`src/rtl/clock_mode_ctrl.sv`:
```
// clock_mode_ctrl: sequencing controller for the HH:MM:SS clock datapath.
// Runs the time counters from a prescaled 1 Hz tick in RUN, lets the two
// buttons select/increment digits in SET, and schedules the beeper.
// Optional hourly chime: define CLOCK_MODE_CTRL_CHIME_EN.
//
// Button handshake: inputs are raw levels; each debounced button produces a
// one-cycle press pulse that is consumed in the cycle it is high (no stall).

// Two-flop synchroniser plus debounce filter for one push-button.
// IDLE is the released level: IDLE=1 -> press on the falling filtered edge,
// IDLE=0 -> press on the rising filtered edge.
module clock_mode_ctrl_debounce #(
   parameter int   CYC  = 20,
   parameter logic IDLE = 1'b0
) (
   input  logic clk,
   input  logic rst_n,
   input  logic raw,
   output logic press
);
   localparam int CW = $clog2(CYC + 1);
   localparam logic [CW-1:0] CNT_MAX = CW'(CYC - 1);

   logic s1, s2, s_d, level, level_d;
   logic [CW-1:0] cnt;

   // Synchronise, restart the stability count on any change, follow when stable
   always_ff @(posedge clk or negedge rst_n) begin
      if (!rst_n) begin
         s1      <= IDLE;
         s2      <= IDLE;
         s_d     <= IDLE;
         level   <= IDLE;
         level_d <= IDLE;
         cnt     <= '0;
      end else begin
         s1      <= raw;
         s2      <= s1;
         s_d     <= s2;
         level_d <= level;
         if (s2 != s_d)
            cnt <= '0;
         else if (cnt != CNT_MAX)
            cnt <= cnt + 1'b1;
         else
            level <= s2;
      end
   end

   assign press = IDLE ? (~level & level_d) : (level & ~level_d);
endmodule

module clock_mode_ctrl #(
   parameter int CLK_HZ       = 1000,
   parameter int DEBOUNCE_CYC = 20,
   parameter int BEEP_CYC     = 50
) (
   input  logic       clk,
   input  logic       rst_n,
   input  logic       key_mode,
   input  logic       btn_next,
   input  logic       btn_add,
   output logic [1:0] hour_h,
   output logic [3:0] hour_l,
   output logic [2:0] min_h,
   output logic [3:0] min_l,
   output logic [2:0] sec_h,
   output logic [3:0] sec_l,
   output logic [1:0] edit_pos,
   output logic       edit_active,
   output logic       sec_tick,
   output logic       beep
);
   localparam int PW = $clog2(CLK_HZ + 1);
   localparam int BW = $clog2(4 * BEEP_CYC + 1);
   localparam logic [PW-1:0] PRESC_MAX  = PW'(CLK_HZ - 1);
   localparam logic [BW-1:0] BEEP_SHORT = BW'(BEEP_CYC);

   typedef enum logic [1:0] {ST_RUN, ST_SET, ST_COMMIT} state_t;

   state_t        state;
   logic [PW-1:0] presc;
   logic [BW-1:0] beep_cnt;
   logic          key_s1, key_s2;
   logic          next_p, add_p;
   logic          roll, chime_req;

   clock_mode_ctrl_debounce #(.CYC(DEBOUNCE_CYC), .IDLE(1'b1)) u_next (
      .clk(clk), .rst_n(rst_n), .raw(btn_next), .press(next_p));
   clock_mode_ctrl_debounce #(.CYC(DEBOUNCE_CYC), .IDLE(1'b0)) u_add (
      .clk(clk), .rst_n(rst_n), .raw(btn_add), .press(add_p));

   // Mode request is a slow level switch: synchronise only, no debounce
   always_ff @(posedge clk or negedge rst_n) begin
      if (!rst_n) begin
         key_s1 <= 1'b0;
         key_s2 <= 1'b0;
      end else begin
         key_s1 <= key_mode;
         key_s2 <= key_s1;
      end
   end

   assign roll = (presc == PRESC_MAX);

`ifdef CLOCK_MODE_CTRL_CHIME_EN
   localparam logic [BW-1:0] BEEP_LONG = BW'(4 * BEEP_CYC);
   // Hourly chime fires on the MM:SS 59:59 -> 00:00 rollover in RUN only
   assign chime_req = (state == ST_RUN) && roll && (min_h == 3'd5) && (min_l == 4'd9)
                      && (sec_h == 3'd5) && (sec_l == 4'd9);
`else
   assign chime_req = 1'b0;
`endif

   assign beep = (beep_cnt != '0);

   // Beep counter: chime beats click, any new click retriggers
   always_ff @(posedge clk or negedge rst_n) begin
      if (!rst_n)
         beep_cnt <= '0;
`ifdef CLOCK_MODE_CTRL_CHIME_EN
      else if (chime_req)
         beep_cnt <= BEEP_LONG;
`endif
      else if (next_p || add_p)
         beep_cnt <= BEEP_SHORT;
      else if (beep_cnt != '0)
         beep_cnt <= beep_cnt - 1'b1;
   end

   // Mode FSM with timekeeping and digit editing; all outputs registered
   always_ff @(posedge clk or negedge rst_n) begin
      if (!rst_n) begin
         state       <= ST_RUN;
         presc       <= '0;
         hour_h      <= '0;
         hour_l      <= '0;
         min_h       <= '0;
         min_l       <= '0;
         sec_h       <= '0;
         sec_l       <= '0;
         edit_pos    <= '0;
         edit_active <= 1'b0;
         sec_tick    <= 1'b0;
      end else begin
         sec_tick <= 1'b0;
         case (state)
            ST_RUN: begin
               if (roll) begin
                  presc    <= '0;
                  sec_tick <= 1'b1;
                  if (sec_l != 4'd9) sec_l <= sec_l + 4'd1;
                  else begin
                     sec_l <= 4'd0;
                     if (sec_h != 3'd5) sec_h <= sec_h + 3'd1;
                     else begin
                        sec_h <= 3'd0;
                        if (min_l != 4'd9) min_l <= min_l + 4'd1;
                        else begin
                           min_l <= 4'd0;
                           if (min_h != 3'd5) min_h <= min_h + 3'd1;
                           else begin
                              min_h <= 3'd0;
                              if (hour_h == 2'd2 && hour_l == 4'd3) begin
                                 hour_h <= 2'd0;
                                 hour_l <= 4'd0;
                              end else if (hour_l == 4'd9) begin
                                 hour_l <= 4'd0;
                                 hour_h <= hour_h + 2'd1;
                              end else
                                 hour_l <= hour_l + 4'd1;
                           end
                        end
                     end
                  end
               end else
                  presc <= presc + 1'b1;
               if (key_s2) begin
                  state       <= ST_SET;
                  edit_active <= 1'b1;
               end
            end
            ST_SET: begin
               presc <= '0;
               sec_h <= 3'd0;
               sec_l <= 4'd0;
               // Add uses the current edit_pos even when next fires together
               if (add_p) begin
                  case (edit_pos)
                     2'd0: min_l <= (min_l == 4'd9) ? 4'd0 : min_l + 4'd1;
                     2'd1: min_h <= (min_h == 3'd5) ? 3'd0 : min_h + 3'd1;
                     2'd2: begin
                        if ((hour_h == 2'd2 && hour_l >= 4'd3) || hour_l == 4'd9)
                           hour_l <= 4'd0;
                        else
                           hour_l <= hour_l + 4'd1;
                     end
                     default: begin
                        if (hour_h == 2'd2)
                           hour_h <= 2'd0;
                        else begin
                           hour_h <= hour_h + 2'd1;
                           // Entering the 20s: clamp an out-of-range units digit
                           if (hour_h == 2'd1 && hour_l > 4'd3)
                              hour_l <= 4'd0;
                        end
                     end
                  endcase
               end
               if (next_p)
                  edit_pos <= edit_pos + 2'd1;
               if (!key_s2) begin
                  state       <= ST_COMMIT;
                  edit_active <= 1'b0;
               end
            end
            ST_COMMIT: begin
               if (hour_h == 2'd2 && hour_l > 4'd3)
                  hour_l <= 4'd0;
               edit_pos <= 2'd0;
               presc    <= '0;
               state    <= ST_RUN;
            end
            default: state <= ST_RUN;
         endcase
      end
   end
endmodule
```
`config.mk`:
```
export PLATFORM = sky130hd
export DESIGN_NAME = clock_mode_ctrl
export DESIGN_NICKNAME = d
export VERILOG_FILES = /design/src/rtl/clock_mode_ctrl.sv
export SDC_FILE = /design/constraint.sdc
export NUM_CORES = 1
export LEC_CHECK = 0
export BUFFER_PORTS_ARGS = -buffer_cell sky130_fd_sc_hd__buf_2
export CAP_MARGIN = 20
export CELL_PAD_IN_SITES_DETAIL_PLACEMENT = 0
export CELL_PAD_IN_SITES_GLOBAL_PLACEMENT = 1
export CORE_MARGIN = 3
export CORE_UTILIZATION = 42
export DETAILED_ROUTE_END_ITERATION = 10
export GPL_ROUTABILITY_DRIVEN = 0
export GPL_TIMING_DRIVEN = 0
export PLACE_DENSITY_LB_ADDON = 0.2
export SYNTH_ARGS = -nofsm -noshare
export SYNTH_HDL_FRONTEND = slang
export SYNTH_SLANG_ARGS = --single-unit
```
`constraint.sdc`:
```
create_clock -name clk -period 2.4 [get_ports clk]
set_input_delay 0.48 -clock clk [delete_from_list [all_inputs] [get_ports clk]]
set_output_delay 0.48 -clock clk [all_outputs]
set_load 0.01 [all_outputs]
```
==> flow_summary.ini <==
[sta]
finalWorstSetupSlack_ps = 52.6
relSlewSlack_pct = 36.4
drv_slew = 0
fin_hold_ws_ps = 240
max_freq_mhz = 426
tightest_slew_ps = 941
finalSetupViolations = 0
fin_crit_sh_pct = 97.8
fin_crit_ps = 2350
hold_viol = 0
skew_ps = 5.64
rsz0062_at_grt = yes
finalSetupTns_ps = 0

[setup_path]
path_max_fanout = 4
required_ps = 1920
cp_cell_sequence = or4_4 -> or2_4 -> nor2_4 -> inv_1 -> buf_2
critPathCaptureType = primary output
path_delay_family = simple AND/OR/NAND/NOR gates
critPathMaxStageDelay_ps = 550
cp.arrival_ps = 1870
crit_type = reg2out
critPathSlowestCell = or4_4
worst_setup_path_start_kind = register
crit_buf_inv = 2

[cts]
cts_buffer_depth = 2
clock_latency_ps = 340
path_clk_slew_ps = 70
cts_buffers = 9
cts_hold_buf = 0
clkSinkCount = 66
root_buffer = clkbuf_8
cts_tree = built
cts_max_level = 3

[job]
cap_violations = 0

[die]
fp.dieH_um = 96.8
core-area_mm2 = 0.00785
io_pins = 30
rows = 32
initial_core_util_pct = 44.1
die_area_mm2 = 0.00938
die_x_um = 96.8

[pwr]
leakagePower_nw = 1.85
intPower_mw = 2.94
clockPowerShare_pct = 28.8
sw_frac_of_total_pct = 34.9
p_seq_share_pct = 36.7
p_total_mw = 4.52
peakVddDrop_mv = 0.507
p_comb_share_pct = 34.5
p_per_area_mw_per_mm2 = 1110
p_switching_mw = 1.58

[route]
finalWirelength_um = 6650
vias_per_cell = 5.23
wire_per_inst_um = 13.6
drt-pass1-iter-count = 4
drt-initial-drc-count = 80
final_antenna_net_count = 0
drc = 0
vias = 2550

[global_routing]
met1_usage_pct = 21.3
grt.overflow.total = 0
antenna_found_initial = 0
grt_busiest_layer = met2
use_met2_pct = 24.3
grt_start_max_net_pins = 67
grt_use_met3_pct = 4.97
grt_pass1_vias = 2605
grt_pass1_wl_um = 12100
grt_use_total_pct = 15.7

[cells_and_area]
final_cell_mix = dfrtp_1, nor2_1, nand2_1
area_growth_pct = 17.4
final_cell_area_mm2 = 0.00407
final_common_cell = dfrtp_1
antenna_cells = 0
finish.net_count = 405
drive_gt1_share_pct = 20.2

[synthesis]
synth_edf_count = 0
yosysTopAreaCell = dfrtp_1
syn_inst = 339
synthesis.area_mm2 = 0.00346
synth_flop_cell = dfrtp_1
yosysUniqueCellTypes = 52
synth.avg_cell_area_um2 = 10.2
synth_fp_nets = 363
synth_area_leaders = dfrtp_1, ha_1, nor2_1
synthArstFlopShare_pct = 100
yosys_warnings = 0
ys_ff_latch = 66
ys_seq_area_share_pct = 47.9
yosysTopAreaCellShare_pct = 44.1

[placement]
io_buffers = 29
place_ws_ps = -125
dp_hpwl_um = 4540
placed_cell_area_mm2 = 0.00374

[run_status]
status = completed

[hold_path]
min_path_type = in2reg
==> sequential cells by signal, indices dropped and copies added, names as in the netlist, 2 cells and up <==
name        flops
u_next.cnt      5
sec_l           4
hour_h          2
u_add.cnt       5
min_l           4
state           2
sec_h           3
min_h           3
presc          10
edit_pos        2
hour_l          4
beep_cnt        8
==> cell usage after synthesis (5+ instances only) <==
cell type	number
a21oi_1	17
dfrtp_1	61
nor2b_1	6
xnor2_1	5
nand2_1	30
mux2_2	8
dfstp_2	5
nand3_1	12
nand2b_1	12
nor2_1	42
xor2_1	17
inv_1	13
ha_1	19
and3_1	5
nor3b_1	5
o21ai_0	12
clkbuf_1	5
==> cells by family (layout without fill, tap and decap cells) <==
family | Yosys count | after routing | synth area share, %
buffers and inverters | 20 | 67 | 2.38
adder cells (fa/ha/maj) | 19 | 19 | 6.86
flip-flops | 66 | 66 | 47.9
AND/OR/NAND/NOR | 140 | 140 | 21.5
AO/OA/AOI/OAI | 58 | 58 | 11.2
multiplexers | 14 | 14 | 4.62
XOR/XNOR | 22 | 22 | 5.56
==> metrics by stage <==
step	instances	utilization, %
4_1_cts	488	51.7
3_3_place_gp	470	47.6
5_1_grt	488	51.8
3_5_place_dp	470	47.7
6_report	488	51.8
2_1_floorplan	339	-
==> final cells by class <==
type,instances,area [um^2]
sequential,66,1660
buffer,6,30.0
clock buffer,12,165
clock inverter,4,120
tap,102,128
fill,738,3780
multi-input combinational,253,1750
timing repair buffer,31,163
inverter,14,52.6
==> worst reg2reg max path: cells and delay by family, from the launching register on <==
kind	cells	cell delay [ps]
AOI/OAI and AO/OA	1	160
adders and majority gates	1	200
buffers and inverters	1	150
DFF	1	450
muxes	1	300
and+or+nand+nor	3	880
==> power by group through the flow <==
stage / Combinational, mW / Clock, mW / Sequential, mW
3_5_place_dp: 1.51 / 0 / 1.66
5_1_grt: 1.79 / 1.38 / 1.71
6_report: 1.56 / 1.30 / 1.66
3_3_place_gp: 1.49 / 0 / 1.65
2_1_floorplan: 1.07 / 0 / 1.66
4_1_cts: 1.56 / 1.34 / 1.65
==> final timing paths <==
| check | startpoint | endpoint | slack (ps) | depth (start not counted) |
|---|---|---|---|---|
| max | beep_cnt[4] | beep | 50 | 5 |
| min | btn_next | u_next.s1 | 240 | 1 |
| max reg2reg | presc[1] | hour_l[1] | 140 | 7 |
| min reg2reg | u_add.s1 | u_add.s2 | 350 | 0 |
| max in group asynchronous | rst_n | presc[0] | 1570 | 1 |
| min in group asynchronous | rst_n | beep_cnt[2] | 250 | 1 |
==> per-layer routing <==
metal / share of wire (%) / routed length [um]
met5: 0 / 0
met4: 0.95 / 63
met3: 4.0 / 267
met2: 45 / 2960
met1: 50 / 3350
==> repair_timing <==
action / CTS / global route
gates resized for setup: 5 / 2
setup buffers: 2 / 0
pin swaps: 1 / 0
setup endpoints to repair: 3 / 8
(Power assumes the default switching activity.)
